$ cat config.mk
export PLATFORM = sky130hd
export DESIGN_NAME = spi_slave_rx
export DESIGN_NICKNAME = d
export VERILOG_FILES = /design/src/rtl/spi_pkg.sv /design/src/rtl/spi_sync_edge.sv /design/src/rtl/spi_slave_rx.sv
export SDC_FILE = /design/constraint.sdc
export NUM_CORES = 1
export LEC_CHECK = 0
export CORE_ASPECT_RATIO = 1.25
export CORE_MARGIN = 3
export CORE_UTILIZATION = 60
export CTS_BUF_LIST = sky130_fd_sc_hd__clkbuf_8
export CTS_CLUSTER_DIAMETER = 100
export DETAILED_ROUTE_END_ITERATION = 16
export DONT_BUFFER_PORTS = 1
export PLACE_DENSITY_LB_ADDON = 0.25
export RECOVER_POWER = 25
export SYNTH_ARGS = -nofsm -noshare
export SYNTH_HDL_FRONTEND = slang
export SYNTH_SLANG_ARGS = --single-unit
$ cat constraint.sdc
create_clock -name sys_clk -period 4.2 [get_ports sys_clk]
set_input_delay 1.26 -clock sys_clk [delete_from_list [all_inputs] [get_ports sys_clk]]
set_output_delay 1.26 -clock sys_clk [all_outputs]
set_load 0.05 [all_outputs]
$ cat src/rtl/spi_pkg.sv
// Shared state encoding and default widths for the SPI slave receiver.
// Imported by spi_slave_rx and its helpers.
package spi_pkg;

  localparam int DEF_REG_WIDTH = 8;
  localparam int LED_WIDTH     = 6;

  typedef enum logic [1:0] {
    ST_IDLE  = 2'd0,
    ST_LOAD  = 2'd1,
    ST_SHIFT = 2'd2,
    ST_DONE  = 2'd3
  } state_e;

endpackage

$ cat src/rtl/spi_sync_edge.sv
// Multi-flop synchronizer for one async input, with rise/fall detect on the synced level.
// Latency STAGES cycles to dout; edges are valid in the cycle dout changes. No backpressure.
module spi_sync_edge #(
  parameter int   STAGES  = 2,
  parameter logic RST_VAL = 1'b0
) (
  input  logic sys_clk,
  input  logic rstn,
  input  logic din,
  output logic dout,
  output logic rise,
  output logic fall
);

  logic [STAGES-1:0] sync_q;
  logic              prev_q;

  always_ff @(posedge sys_clk or negedge rstn) begin
    if (!rstn) begin
      sync_q <= {STAGES{RST_VAL}};
      prev_q <= RST_VAL;
    end else begin
      sync_q <= {sync_q[STAGES-2:0], din};
      prev_q <= sync_q[STAGES-1];
    end
  end

  assign dout = sync_q[STAGES-1];
  assign rise = dout & ~prev_q;
  assign fall = ~dout & prev_q;

endmodule

$ cat src/rtl/spi_slave_rx.sv
// SPI mode-0 slave: oversampled receive into sys_clk, reply on miso, LED mirror of last word.
// rx_valid fires SYNC_STAGES+2 cycles after the last sclk rise; no backpressure, words are never held.
module spi_slave_rx
  import spi_pkg::*;
#(
  parameter int REG_WIDTH   = DEF_REG_WIDTH,
  parameter int SYNC_STAGES = 2
) (
  input  logic                 sys_clk,
  input  logic                 rstn,
  input  logic                 sclk,
  input  logic                 mosi,
  input  logic                 cs_n,
  output logic                 miso,
  output logic [REG_WIDTH-1:0] rx_data,
  output logic                 rx_valid,
  input  logic [REG_WIDTH-1:0] tx_data,
  input  logic                 tx_load,
  output logic                 tx_busy,
  output logic                 frame_err,
  output logic [LED_WIDTH-1:0] led
);

  localparam int             CW       = $clog2(REG_WIDTH) + 1;
  localparam logic [CW-1:0]  CNT_FULL = CW'(REG_WIDTH);
  localparam logic [CW-1:0]  CNT_LAST = CW'(REG_WIDTH - 1);

  logic sclk_s, sclk_rise, sclk_fall;
  logic cs_n_s, cs_fall, cs_rise_unused;
  logic mosi_s, mosi_rise_unused, mosi_fall_unused;

  spi_sync_edge #(.STAGES(SYNC_STAGES), .RST_VAL(1'b0)) u_sync_sclk (
    .sys_clk (sys_clk),
    .rstn    (rstn),
    .din     (sclk),
    .dout    (sclk_s),
    .rise    (sclk_rise),
    .fall    (sclk_fall)
  );

  spi_sync_edge #(.STAGES(SYNC_STAGES), .RST_VAL(1'b1)) u_sync_cs (
    .sys_clk (sys_clk),
    .rstn    (rstn),
    .din     (cs_n),
    .dout    (cs_n_s),
    .rise    (cs_rise_unused),
    .fall    (cs_fall)
  );

  spi_sync_edge #(.STAGES(SYNC_STAGES), .RST_VAL(1'b0)) u_sync_mosi (
    .sys_clk (sys_clk),
    .rstn    (rstn),
    .din     (mosi),
    .dout    (mosi_s),
    .rise    (mosi_rise_unused),
    .fall    (mosi_fall_unused)
  );

  state_e               state_q, state_d;
  logic [CW-1:0]        count_q, count_d;
  logic [REG_WIDTH-1:0] rx_sr_q, rx_sr_d;
  logic [REG_WIDTH-1:0] tx_sr_q, tx_sr_d;
  logic [REG_WIDTH-1:0] shadow_q, shadow_d;
  logic [REG_WIDTH-1:0] rx_data_q, rx_data_d;
  logic [LED_WIDTH-1:0] led_q, led_d;
  logic                 miso_q, miso_d;
  logic                 rx_valid_q, rx_valid_d;
  logic                 frame_err_q, frame_err_d;
  logic                 tx_busy_q, tx_busy_d;
  logic [REG_WIDTH-1:0] shadow_eff;

  // A tx_load landing on the load cycle itself must win over the stale shadow.
  assign shadow_eff = tx_load ? tx_data : shadow_q;

  always_comb begin
    state_d     = state_q;
    count_d     = count_q;
    rx_sr_d     = rx_sr_q;
    tx_sr_d     = tx_sr_q;
    shadow_d    = shadow_eff;
    rx_data_d   = rx_data_q;
    led_d       = led_q;
    miso_d      = miso_q;
    rx_valid_d  = 1'b0;
    frame_err_d = 1'b0;
    tx_busy_d   = tx_busy_q;

    unique case (state_q)
      ST_IDLE: begin
        miso_d    = 1'b0;
        tx_busy_d = 1'b0;
        count_d   = '0;
        if (cs_fall) state_d = ST_LOAD;
      end
      ST_LOAD: begin
        if (cs_n_s) begin
          frame_err_d = 1'b1;
          miso_d      = 1'b0;
          tx_busy_d   = 1'b0;
          state_d     = ST_IDLE;
        end else begin
          tx_sr_d   = shadow_eff;
          miso_d    = shadow_eff[REG_WIDTH-1];
          count_d   = '0;
          tx_busy_d = 1'b1;
          state_d   = ST_SHIFT;
        end
      end
      ST_SHIFT: begin
        if (cs_n_s) begin
          // cs_n rising between back-to-back words (count 0) is a clean end of frame.
          frame_err_d = (count_q != '0);
          miso_d      = 1'b0;
          tx_busy_d   = 1'b0;
          state_d     = ST_IDLE;
        end else if (sclk_rise) begin
          rx_sr_d = {rx_sr_q[REG_WIDTH-2:0], mosi_s};
          count_d = count_q + 1'b1;
          if (count_q == CNT_LAST) state_d = ST_DONE;
        end else if (sclk_fall && count_q != '0 && count_q < CNT_FULL) begin
          // count 0 skips the trailing fall of the previous word after a reload.
          tx_sr_d = {tx_sr_q[REG_WIDTH-2:0], 1'b0};
          miso_d  = tx_sr_q[REG_WIDTH-2];
        end
      end
      ST_DONE: begin
        rx_data_d  = rx_sr_q;
        led_d      = rx_sr_q[LED_WIDTH-1:0];
        rx_valid_d = 1'b1;
        tx_sr_d    = shadow_eff;
        count_d    = '0;
        if (!cs_n_s) begin
          miso_d  = shadow_eff[REG_WIDTH-1];
          state_d = ST_SHIFT;
        end else begin
          miso_d    = 1'b0;
          tx_busy_d = 1'b0;
          state_d   = ST_IDLE;
        end
      end
      default: state_d = ST_IDLE;
    endcase
  end

  always_ff @(posedge sys_clk or negedge rstn) begin
    if (!rstn) begin
      state_q     <= ST_IDLE;
      count_q     <= '0;
      rx_sr_q     <= '0;
      tx_sr_q     <= '0;
      shadow_q    <= '0;
      rx_data_q   <= '0;
      led_q       <= '0;
      miso_q      <= 1'b0;
      rx_valid_q  <= 1'b0;
      frame_err_q <= 1'b0;
      tx_busy_q   <= 1'b0;
    end else begin
      state_q     <= state_d;
      count_q     <= count_d;
      rx_sr_q     <= rx_sr_d;
      tx_sr_q     <= tx_sr_d;
      shadow_q    <= shadow_d;
      rx_data_q   <= rx_data_d;
      led_q       <= led_d;
      miso_q      <= miso_d;
      rx_valid_q  <= rx_valid_d;
      frame_err_q <= frame_err_d;
      tx_busy_q   <= tx_busy_d;
    end
  end

  assign miso      = miso_q;
  assign rx_data   = rx_data_q;
  assign rx_valid  = rx_valid_q;
  assign tx_busy   = tx_busy_q;
  assign frame_err = frame_err_q;
  assign led       = led_q;

endmodule

==> run_results.csv, run 1 <==
group,metric,value,unit
global_routing,initial_antenna_violation_count,0,
timing,drv_slew,0,
timing,final.min_clock_period,2510,ps
synth,yosys.cell_types.count,38,
power_and_ir_drop,power_density,590,nW/um^2
placement,port_buffers,0,
floorplanning,floorplan.die_area,4430,sq um
global_routing,grt_start_max_net_pins,50,
clock_tree,clkSlewWorstSetupHoldPaths,90,ps
timing,max_slew_margin,39.5,%
synth,synth.ff_latch_count,49,
routing,routed_wirelength,3130,um
clock_tree,ctsResizeCount,0,
power_and_ir_drop,vdd_drop_max,0.382,mV
layout,ratio_of_cells_with_drive_above_1_in_the_final_layout,33.3,%
timing,grt_setup_unrepaired,"no",
floorplanning,chip_width,60.1,um
layout,area_of_the_multi_input_gates,823,sq um
synth,postSynth.topFlopCell,"sky130_fd_sc_hd__dfrtp_1",
placement,placed_cells,188,
layout,insertedDiodeCount,0,
run,drv.max_cap_violation_count,0,
floorplanning,ios,32,
layout,layout.cells.non_filler,196,
floorplanning,floorplan.die.height,73.7,um
routing,detailedRoute.firstIterationViolations,40,
timing,setup_total_negative_slack,0,ps
routing,post_route_ant_nets,0,
layout,area_delta_synth_final,1.71,%
clock_tree,cts.htree.levels,2,
clock_tree,post-cts-setup-buffer-count,0,
synth,postSynthCellCount,163,
layout,layout_common_cells,"46 x sky130_fd_sc_hd__dfrtp_1, 25 x sky130_fd_sc_hd__mux2_2, 9 x sky130_fd_sc_hd__inv_1",
timing,max_clock_freq,398,MHz
clock_tree,numCtsBuffers,5,
timing,final_cycle_utilization_of_the_critical_path,59.8,%
critical_path,endpoint_kind,"output port",
floorplanning,core,3370,sq um
routing,drcViolationCount,0,
routing,routed_via_density,5.99,
placement,place_congestion,0.795,
layout,register_cell_area_after_layout,1230,sq um
timing,worst-slew-pin-transition,908,ps
clock_tree,cts.path.max_buffers,2,
clock_tree,tritoncts_clock_tree,"built",
synth,synth_enable_flop_cells,0,
synth,synth.net_count,184,
synth,ys_seq_area_share,56.0,%
worst_hold_path,hold_path_class,"reg2reg",
routing,detail_route.first_pass.iterations,4,
power_and_ir_drop,cellLeakagePower,1.04,nW
critical_path,crit_arrival,1250,ps
clock_tree,ctsHoldBuffers,0,
global_routing,grt_pass1_vias,1258,
layout,nFillCells,239,
layout,final_common_cell,"sky130_fd_sc_hd__dfrtp_1",
timing,final-setup-viol-count,0,
floorplanning,initial_core_util,65.3,%
synth,syn-mean-instance-area,13.5,sq um
synth,synthArstFlopShare,100,%
timing,timing.clock.skew,7.13,ps
synth,total_number_of_yosys_warnings,0,
timing,hold_viol,0,
critical_path,worstPathMaxFanout,3,
status,run_status,"complete, no violations",
clock_tree,insertion_delay,300,ps
placement,hpwl,2320,um
critical_path,startpoint_to_endpoint_class_of_the_critical_path,"reg2out",
layout,finish.net_count,179,
floorplanning,fp-row-count,23,
clock_tree,clock_tree.root_cell,"sky130_fd_sc_hd__clkbuf_8",
routing,avgRoutedWirePerCell,16.0,um
critical_path,timing.critical_path.required,2940,ps
clock_tree,cts_sinks,49,
routing,vias,1174,
synth,synth.cell_area,2200,sq um
global_routing,grt_first_pass_wirelength,5330,um
critical_path,cp-start-kind,"flop",
global_routing,grt_usage,16.4,%
global_routing,globalRoute.totalOverflow,0,
==> cell usage after synthesis (2+ instances only) <==
library cell               count  area, sq um
sky130_fd_sc_hd__a21oi_2       6         52.6
sky130_fd_sc_hd__inv_1         9         33.8
sky130_fd_sc_hd__o21ai_0       6         30.0
sky130_fd_sc_hd__buf_4         6         45.0
sky130_fd_sc_hd__nor2_1        6         22.5
sky130_fd_sc_hd__a21oi_1       6         30.0
sky130_fd_sc_hd__dfrtp_1      46         1150
sky130_fd_sc_hd__mux2i_1       7         70.1
sky130_fd_sc_hd__nand2b_1      2         12.5
sky130_fd_sc_hd__dfstp_2       3         78.8
sky130_fd_sc_hd__buf_2         2         10.0
sky130_fd_sc_hd__buf_6         3         33.8
sky130_fd_sc_hd__mux2_2       25          282
sky130_fd_sc_hd__nand2_1       4         15.0
sky130_fd_sc_hd__nor2_2        3         18.8
sky130_fd_sc_hd__ha_1          7         87.6
==> metrics by stage <==
step | power [W] | area (sq um) | worst slack (ps) | hold slack (ps) | util [%]
2_1_floorplan | 0.00103 | 2200 | 2040 | 331 | -
3_3_place_gp | 0.00104 | 2140 | 2020 | 338 | 63.5
3_5_place_dp | 0.00106 | 2140 | 1930 | 351 | 63.5
4_1_cts | 0.00134 | 2230 | 1680 | 363 | 66.4
5_1_grt | 0.00140 | 2230 | 1640 | 364 | 66.4
6_report | 0.00132 | 2230 | 1690 | 361 | 66.4
==> worst reg2reg max path, cell delays in order (launching register included) <==
cell and delay (ps):
sky130_fd_sc_hd__dfrtp_1 430, sky130_fd_sc_hd__inv_1 130, sky130_fd_sc_hd__ha_1 500, sky130_fd_sc_hd__nand2b_4 110
sky130_fd_sc_hd__nor3_2 600, sky130_fd_sc_hd__mux2_2 410
==> layer usage <==
layer / vias to the layer above / part of all wire, % / track usage [%]
li1: 541 / - / -
met1: 602 / 41 / 17.4
met3: 7 / 4.4 / 4.75
met5: - / 0 / 0
met4: 0 / 1.5 / 6.40
met2: 24 / 54 / 29.7
==> cell type report <==
type,count,area share (%)
Clock buffer,5,3.08
Clock inverter,3,1.18
Inverter,10,1.79
Multi-Input combinational cell,92,36.8
Sequential cell,49,55.0
Tap cell,37,2.07
==> report_power, final <==
part	internal, W	switching, W	total [W]
registers	0.000554	0.000163	0.000717
logic	0.000149	0.000178	0.000326
clock network	0.000121	0.000155	0.000276
==> sequential cells by signal, indices dropped and copies added (netlist names), 2 cells and up <==
name / cells
count_q: 4
rx_data: 8
rx_sr_q: 8
shadow_q: 8
state_q: 2
tx_sr_q: 7
u_sync_cs.sync_q: 2
u_sync_mosi.sync_q: 2
u_sync_sclk.sync_q: 2
==> path summary, 6_finish.rpt <==
path / from / end / slack, ps / cells after the start
max: rx_data[5] / led[5] / 1690 / 0
min: u_sync_cs.sync_q[0] / u_sync_cs.sync_q[1] / 360 / 0
max reg2reg: state_q[0] / rx_sr_q[2] / 1930 / 5
min reg2reg: u_sync_cs.sync_q[0] / u_sync_cs.sync_q[1] / 360 / 0
max in group asynchronous: rstn / u_sync_cs.sync_q[0] / 3370 / 0
min in group asynchronous: rstn / u_sync_mosi.sync_q[0] / 640 / 0
==> cells by family after synthesis <==
kind of cell | Yosys count | share of synthesized area [%]
AO/OA/AOI/OAI | 28 | 9.97
XOR/XNOR | 1 | 0.399
AND/OR/NAND/NOR | 24 | 7.12
adder cells (fa/ha/maj) | 7 | 3.99
buffers and inverters | 22 | 6.55
flip-flops | 49 | 56.0
multiplexers | 32 | 16.0
Note: power is estimated with default switching activity, not from simulation.
==> inputs of run 2 (changes only) <==
--- a/config.mk
+++ b/config.mk
@@ -7,7 +7,7 @@
 export LEC_CHECK = 0
 export CORE_ASPECT_RATIO = 1.25
 export CORE_MARGIN = 3
-export CORE_UTILIZATION = 60
+export CORE_UTILIZATION = 59
 export CTS_BUF_LIST = sky130_fd_sc_hd__clkbuf_8
 export CTS_CLUSTER_DIAMETER = 100
 export DETAILED_ROUTE_END_ITERATION = 16
==> constraint.sdc (replaced) <==
create_clock -name sys_clk -period 2.05 [get_ports sys_clk]
set_input_delay 0.615 -clock sys_clk [delete_from_list [all_inputs] [get_ports sys_clk]]
set_output_delay 0.615 -clock sys_clk [all_outputs]
set_load 0.05 [all_outputs]
==> run 2 against run 1 <==
  * Sequential share of layout area shrank 0.28 points
  * Setup slack lost 1500 ps
  * Cell count grew 2.6%
  * Sequential cell count is the same
  * Power grew 100%
  * Global-route usage shrank 0.36 points
  * Clock power grew 91%
  * Combinational power grew 110%
  * Largest cell class unchanged
  * Core utilization shrank 3.0 points
  * Critical path depth is the same
  * Wire length grew 2.1%
  * First-iteration DRC count shrank 43%
==> run_results.csv, run 2 (same netlist as run 1, synthesis figures left out) <==
group,metric,value,unit
critical_path,startpoint_to_endpoint_class_of_the_critical_path,"reg2out",
timing,final.min_clock_period,1860,ps
floorplanning,initial_core_util,62.0,%
clock_tree,ctsResizeCount,0,
critical_path,crit-reg2reg-capture,"state_q[1]",
global_routing,grt_start_max_net_pins,47,
routing,routed_wirelength,3200,um
clock_tree,ctsHoldBuffers,1,
critical_path,crit_arrival,1240,ps
routing,vias,1178,
critical_path,cp-start-kind,"flop",
worst_hold_path,hold_path_class,"in2async",
clock_tree,cts_sinks,49,
timing,grt_setup_unrepaired,"no",
timing,hold_ws,148,ps
global_routing,grt_pass1_vias,1177,
timing,drv_slew,0,
global_routing,grt_first_pass_wirelength,5250,um
timing,timing.clock.skew,2.93,ps
clock_tree,clkSlewWorstSetupHoldPaths,80,ps
critical_path,worstPathMaxFanout,3,
global_routing,initial_antenna_violation_count,0,
global_routing,grt_usage,16.0,%
critical_path,r2r_start,"state_q[0]",
layout,finish.net_count,182,
layout,insertedDiodeCount,0,
timing,final-setup-viol-count,0,
power_and_ir_drop,vdd_drop_max,0.761,mV
timing,hold_viol,0,
critical_path,timing.critical_path.required,1430,ps
clock_tree,post-cts-setup-buffer-count,0,
power_and_ir_drop,fin_total_pwr,0.00269,W
floorplanning,core,3540,sq um
clock_tree,cts.htree.levels,2,
timing,worst-slew-pin-transition,1080,ps
layout,nFillCells,288,
status,run_status,"complete, no violations",
timing,final_cycle_utilization_of_the_critical_path,90.6,%
routing,detail_route.first_pass.iterations,4,
routing,avgRoutedWirePerCell,15.9,um
critical_path,worst-r2r-cell-count,7,
routing,routed_via_density,5.86,
timing,setup_total_negative_slack,0,ps
timing,max_slew_margin,28.0,%
timing,max_clock_freq,538,MHz
floorplanning,ios,32,
placement,hpwl,2270,um
clock_tree,clock_tree.root_cell,"sky130_fd_sc_hd__clkbuf_8",
routing,post_route_ant_nets,0,
placement,placement.setup.worst_slack,352,ps
clock_tree,tritoncts_clock_tree,"built",
clock_tree,cts.path.max_buffers,2,
clock_tree,numCtsBuffers,5,
routing,drcViolationCount,0,
placement,place_congestion,0.870,
floorplanning,fp-row-count,24,
placement,port_buffers,0,
layout,final_common_cell,"sky130_fd_sc_hd__dfrtp_1",
timing,setup_ws,192,ps
layout,layout_common_cells,"46 x sky130_fd_sc_hd__dfrtp_1, 25 x sky130_fd_sc_hd__mux2_2, 11 x sky130_fd_sc_hd__inv_1",
power_and_ir_drop,power_density,1200,nW/um^2
critical_path,endpoint_kind,"output port",
critical_path,rrSetupSlack,330,ps
global_routing,globalRoute.totalOverflow,0,
power_and_ir_drop,cellLeakagePower,1.06,nW
floorplanning,floorplan.die.height,74.2,um
floorplanning,floorplan.die_area,4500,sq um
run,drv.max_cap_violation_count,0,
clock_tree,insertion_delay,300,ps
layout,ratio_of_cells_with_drive_above_1_in_the_final_layout,33.3,%
layout,area_delta_synth_final,2.22,%
floorplanning,chip_width,60.6,um
routing,detailedRoute.firstIterationViolations,23,
[run 2: cell types whose count changed in the layout (fill, tap and decap cells not counted)]
cell                         before  now
sky130_fd_sc_hd__buf_4            0    2
sky130_fd_sc_hd__clkbuf_2         0    1
sky130_fd_sc_hd__clkinvlp_4       2    1
sky130_fd_sc_hd__inv_1            9   11
sky130_fd_sc_hd__inv_8            1    0
[run 2: where the power goes]
group	internal, W	leakage [nW]	switching (W)	total, W
clock network	0.000231	0.0467	0.000297	0.000528
registers	0.00113	0.619	0.000330	0.00147
logic	0.000312	0.395	0.000389	0.000700
total	0.00168	1.06	0.00102	0.00269
[run 2: per-layer routing]
layer / GRT usage, % / up-vias / part of all wire [%]
li1: - / 546 / -
met1: 19.1 / 576 / 42
met2: 24.1 / 45 / 48
met3: 7.29 / 11 / 7.5
met4: 8.43 / 0 / 2.3
met5: 0 / - / 0
[run 2: through the flow]
step | utilization (%) | instance area [sq um] | std cells
6_report | 63.4 | 2250 | 201
3_3_place_gp | 60.9 | 2160 | 192
5_1_grt | 63.4 | 2250 | 201
4_1_cts | 63.8 | 2260 | 201
2_1_floorplan | - | 2200 | 163
3_5_place_dp | 60.9 | 2160 | 192
[run 2: layout make-up]
| cell class | instances | area (sq um) | share of cell area (%) |
|---|---|---|---|
| sequential | 49 | 1230 | 54.8 |
| inverter | 10 | 40.0 | 1.78 |
| clock buffer | 5 | 68.8 | 3.06 |
| multi-input combinational | 92 | 823 | 36.7 |
| tap | 39 | 48.8 | 2.17 |
| clock inverter | 3 | 15.0 | 0.669 |
| timing repair buffer | 3 | 20.0 | 0.891 |
[run 2: worst max path at each step]
stage / to / startpoint / cells after the start / slack, ps
detailed placement: tx_sr_q[1] / state_q[0] / 7 / 350
global route: rx_data[2] / rx_data[2] / 0 / 150
global placement: tx_sr_q[1] / state_q[0] / 7 / 420
floorplan: rx_sr_q[0] / state_q[0] / 6 / 500
CTS: rx_data[1] / rx_data[1] / 0 / 180
finish: rx_data[1] / rx_data[1] / 0 / 190
==> inputs of run 3 (changes only) <==
--- a/config.mk
+++ b/config.mk
@@ -5,6 +5,7 @@
 export SDC_FILE = /design/constraint.sdc
 export NUM_CORES = 1
 export LEC_CHECK = 0
+export ABC_CLOCK_PERIOD_IN_PS = 2050
 export CORE_ASPECT_RATIO = 1.25
 export CORE_MARGIN = 3
 export CORE_UTILIZATION = 59
@@ -14,6 +15,7 @@
 export DONT_BUFFER_PORTS = 1
 export PLACE_DENSITY_LB_ADDON = 0.25
 export RECOVER_POWER = 25
+export SLEW_MARGIN = 40
 export SYNTH_ARGS = -nofsm -noshare
 export SYNTH_HDL_FRONTEND = slang
 export SYNTH_SLANG_ARGS = --single-unit
==> run 3 against run 2 <==
  * Hold slack is essentially flat
  * Clock power is essentially flat
  * Core utilization grew 0.21 points
  * Sequential cell count is the same
  * Clock skew is essentially flat
  * Critical endpoint is now state_q[1]
  * Non-clock buffer count is the same
  * Sequential share of layout area grew 0.15 points
  * Largest cell class unchanged
  * Register-to-register slack is essentially flat
  * Power grew 0.11%
  * Sequential power is essentially flat
==> run_results.csv, run 3 (same netlist as run 1, synthesis figures left out) <==
group,metric,value,unit
status,run_status,"complete, no violations",
power_and_ir_drop,power_density,1200,nW/um^2
critical_path,crit_arrival,1950,ps
routing,routed-wl-met2,1540,um
global_routing,grt_first_pass_wirelength,5250,um
routing,post_route_m1_wl,1340,um
placement,port_buffers,0,
power_and_ir_drop,cellLeakagePower,1.05,nW
timing,max_clock_freq,582,MHz
timing,timing.clock.skew,3.10,ps
clock_tree,numCtsBuffers,5,
clock_tree,cts_sinks,49,
clock_tree,post-cts-setup-buffer-count,0,
routing,drcViolationCount,0,
routing,detailedRoute.firstIterationViolations,23,
routing,routed_via_density,5.87,
global_routing,grt_usage,16.0,%
run,drv.max_cap_violation_count,0,
critical_path,startpoint_to_endpoint_class_of_the_critical_path,"reg2reg",
layout,layout.cells.non_filler,201,
timing,setup_total_negative_slack,0,ps
layout,layout_common_cells,"40 x sky130_fd_sc_hd__dfrtp_1, 25 x sky130_fd_sc_hd__mux2_2, 11 x sky130_fd_sc_hd__inv_1",
floorplanning,chip_width,60.6,um
global_routing,globalRoute.totalOverflow,0,
timing,grt_setup_unrepaired,"no",
timing,final_cycle_utilization_of_the_critical_path,83.8,%
clock_tree,cts.htree.levels,2,
placement,hpwl,2270,um
routing,routed_wirelength,3190,um
routing,detail_route.first_pass.iterations,4,
placement,placed_cells,192,
critical_path,path_cells,"inv_1, ha_1, buf_4, inv_4, nor2_1, a211oi_2, mux2i_1",
layout,final_common_cell,"sky130_fd_sc_hd__dfrtp_1",
timing,max_slew_margin,28.1,%
floorplanning,fp-row-count,24,
floorplanning,initial_core_util,62.0,%
layout,finish.net_count,182,
routing,met3_length,240,um
worst_hold_path,hold_path_class,"in2async",
clock_tree,clock_tree.root_cell,"sky130_fd_sc_hd__clkbuf_8",
critical_path,critical_path.n_buffers_inverters,3,
power_and_ir_drop,vdd_drop_max,0.771,mV
placement,place_congestion,0.870,
critical_path,cpPeakStageDelay,420,ps
clock_tree,insertion_delay,300,ps
floorplanning,floorplan.die.height,74.2,um
layout,ratio_of_cells_with_drive_above_1_in_the_final_layout,37.0,%
floorplanning,floorplan.die_area,4500,sq um
layout,core_util_final,63.6,%
clock_tree,tritoncts_clock_tree,"built",
timing,drv_slew,0,
critical_path,worstPathMaxFanout,9,
timing,final-setup-viol-count,0,
layout,insertedDiodeCount,0,
global_routing,initial_antenna_violation_count,0,
clock_tree,clkSlewWorstSetupHoldPaths,80,ps
critical_path,timing.critical_path.required,2280,ps
floorplanning,ios,32,
layout,area_delta_synth_final,2.56,%
critical_path,cp-start-kind,"flop",
global_routing,grt_pass1_vias,1177,
routing,vias,1179,
critical_path,critical-path-top-delay-family,"flip-flops",
floorplanning,core,3540,sq um
routing,avgRoutedWirePerCell,15.9,um
critical_path,endpoint_kind,"flop",
timing,hold_viol,0,
placement,postPlaceCellArea,2160,sq um
layout,finish.instance_area,2250,sq um
routing,dr.max_layer_used,"met4",
routing,post_route_ant_nets,0,
power_and_ir_drop,fin_total_pwr,0.00270,W
clock_tree,cts.path.max_buffers,2,
timing,worst-slew-pin-transition,1080,ps
critical_path,critPathSlowestCell,"sky130_fd_sc_hd__dfrtp_1",
timing,final.min_clock_period,1720,ps
global_routing,grt_start_max_net_pins,47,
## run 3: path summary, 6_finish.rpt
| check | end | slack (ps) | cells past startpoint | start |
|---|---|---|---|---|
| max in group asynchronous | rx_data[4] | 820 | 1 | rstn |
| worst max-delay path | state_q[1] | 330 | 7 | state_q[0] |
| worst min register to register | u_sync_sclk.sync_q[1] | 350 | 0 | u_sync_sclk.sync_q[0] |
| worst min-delay path | u_sync_cs.prev_q | 150 | 0 | rstn |
| worst max register to register | state_q[1] | 330 | 7 | state_q[0] |
| min in group sys_clk | u_sync_cs.sync_q[0] | 300 | 0 | cs_n |
## run 3: layout make-up
cell class,instances,area [sq um]
Fill cell,291,1290
Sequential cell,49,1240
Multi-Input combinational cell,92,823
Clock buffer,5,68.8
Tap cell,39,48.8
Inverter,10,40.0
Timing Repair Buffer,3,20.0
Clock inverter,3,15.0
## run 3: layer usage
| layer | GRT usage, % | vias up |
|---|---|---|
| met2 | 24.1 | 45 |
| met1 | 19.1 | 576 |
| met4 | 8.43 | 0 |
| met5 | 0 | - |
| met3 | 7.29 | 11 |
| li1 | - | 547 |
## run 3: power breakdown
group	switching (W)	internal (W)	total (W)
Clock	0.000296	0.000231	0.000528
Combinational	0.000388	0.000311	0.000700
Sequential	0.000330	0.00114	0.00147
Total	0.00101	0.00168	0.00270
## run 3: through the flow
| step | setup WS (ps) | hold slack, ps |
|---|---|---|
| after floorplan | 499 | 319 |
| after global placement | 419 | 320 |
| after detailed placement | 352 | 320 |
| after CTS | 177 | 139 |
| after global routing | 198 | 122 |
| final | 332 | 148 |
## run 3: timing repair
action,in CTS,in global routing
resized for setup,0,0
hold endpoints to repair,46,0
hold buffers,1,0
## run 3: worst reg2reg max path, delay by kind of cell (launching register included)
family | cells | cell delay [ps]
AO/OA/AOI/OAI | 1 | 260
multiplexers | 1 | 210
buffers and inverters | 3 | 410
adder cells (fa/ha/maj) | 1 | 260
AND/OR/NAND/NOR | 1 | 80
flip-flops | 1 | 420
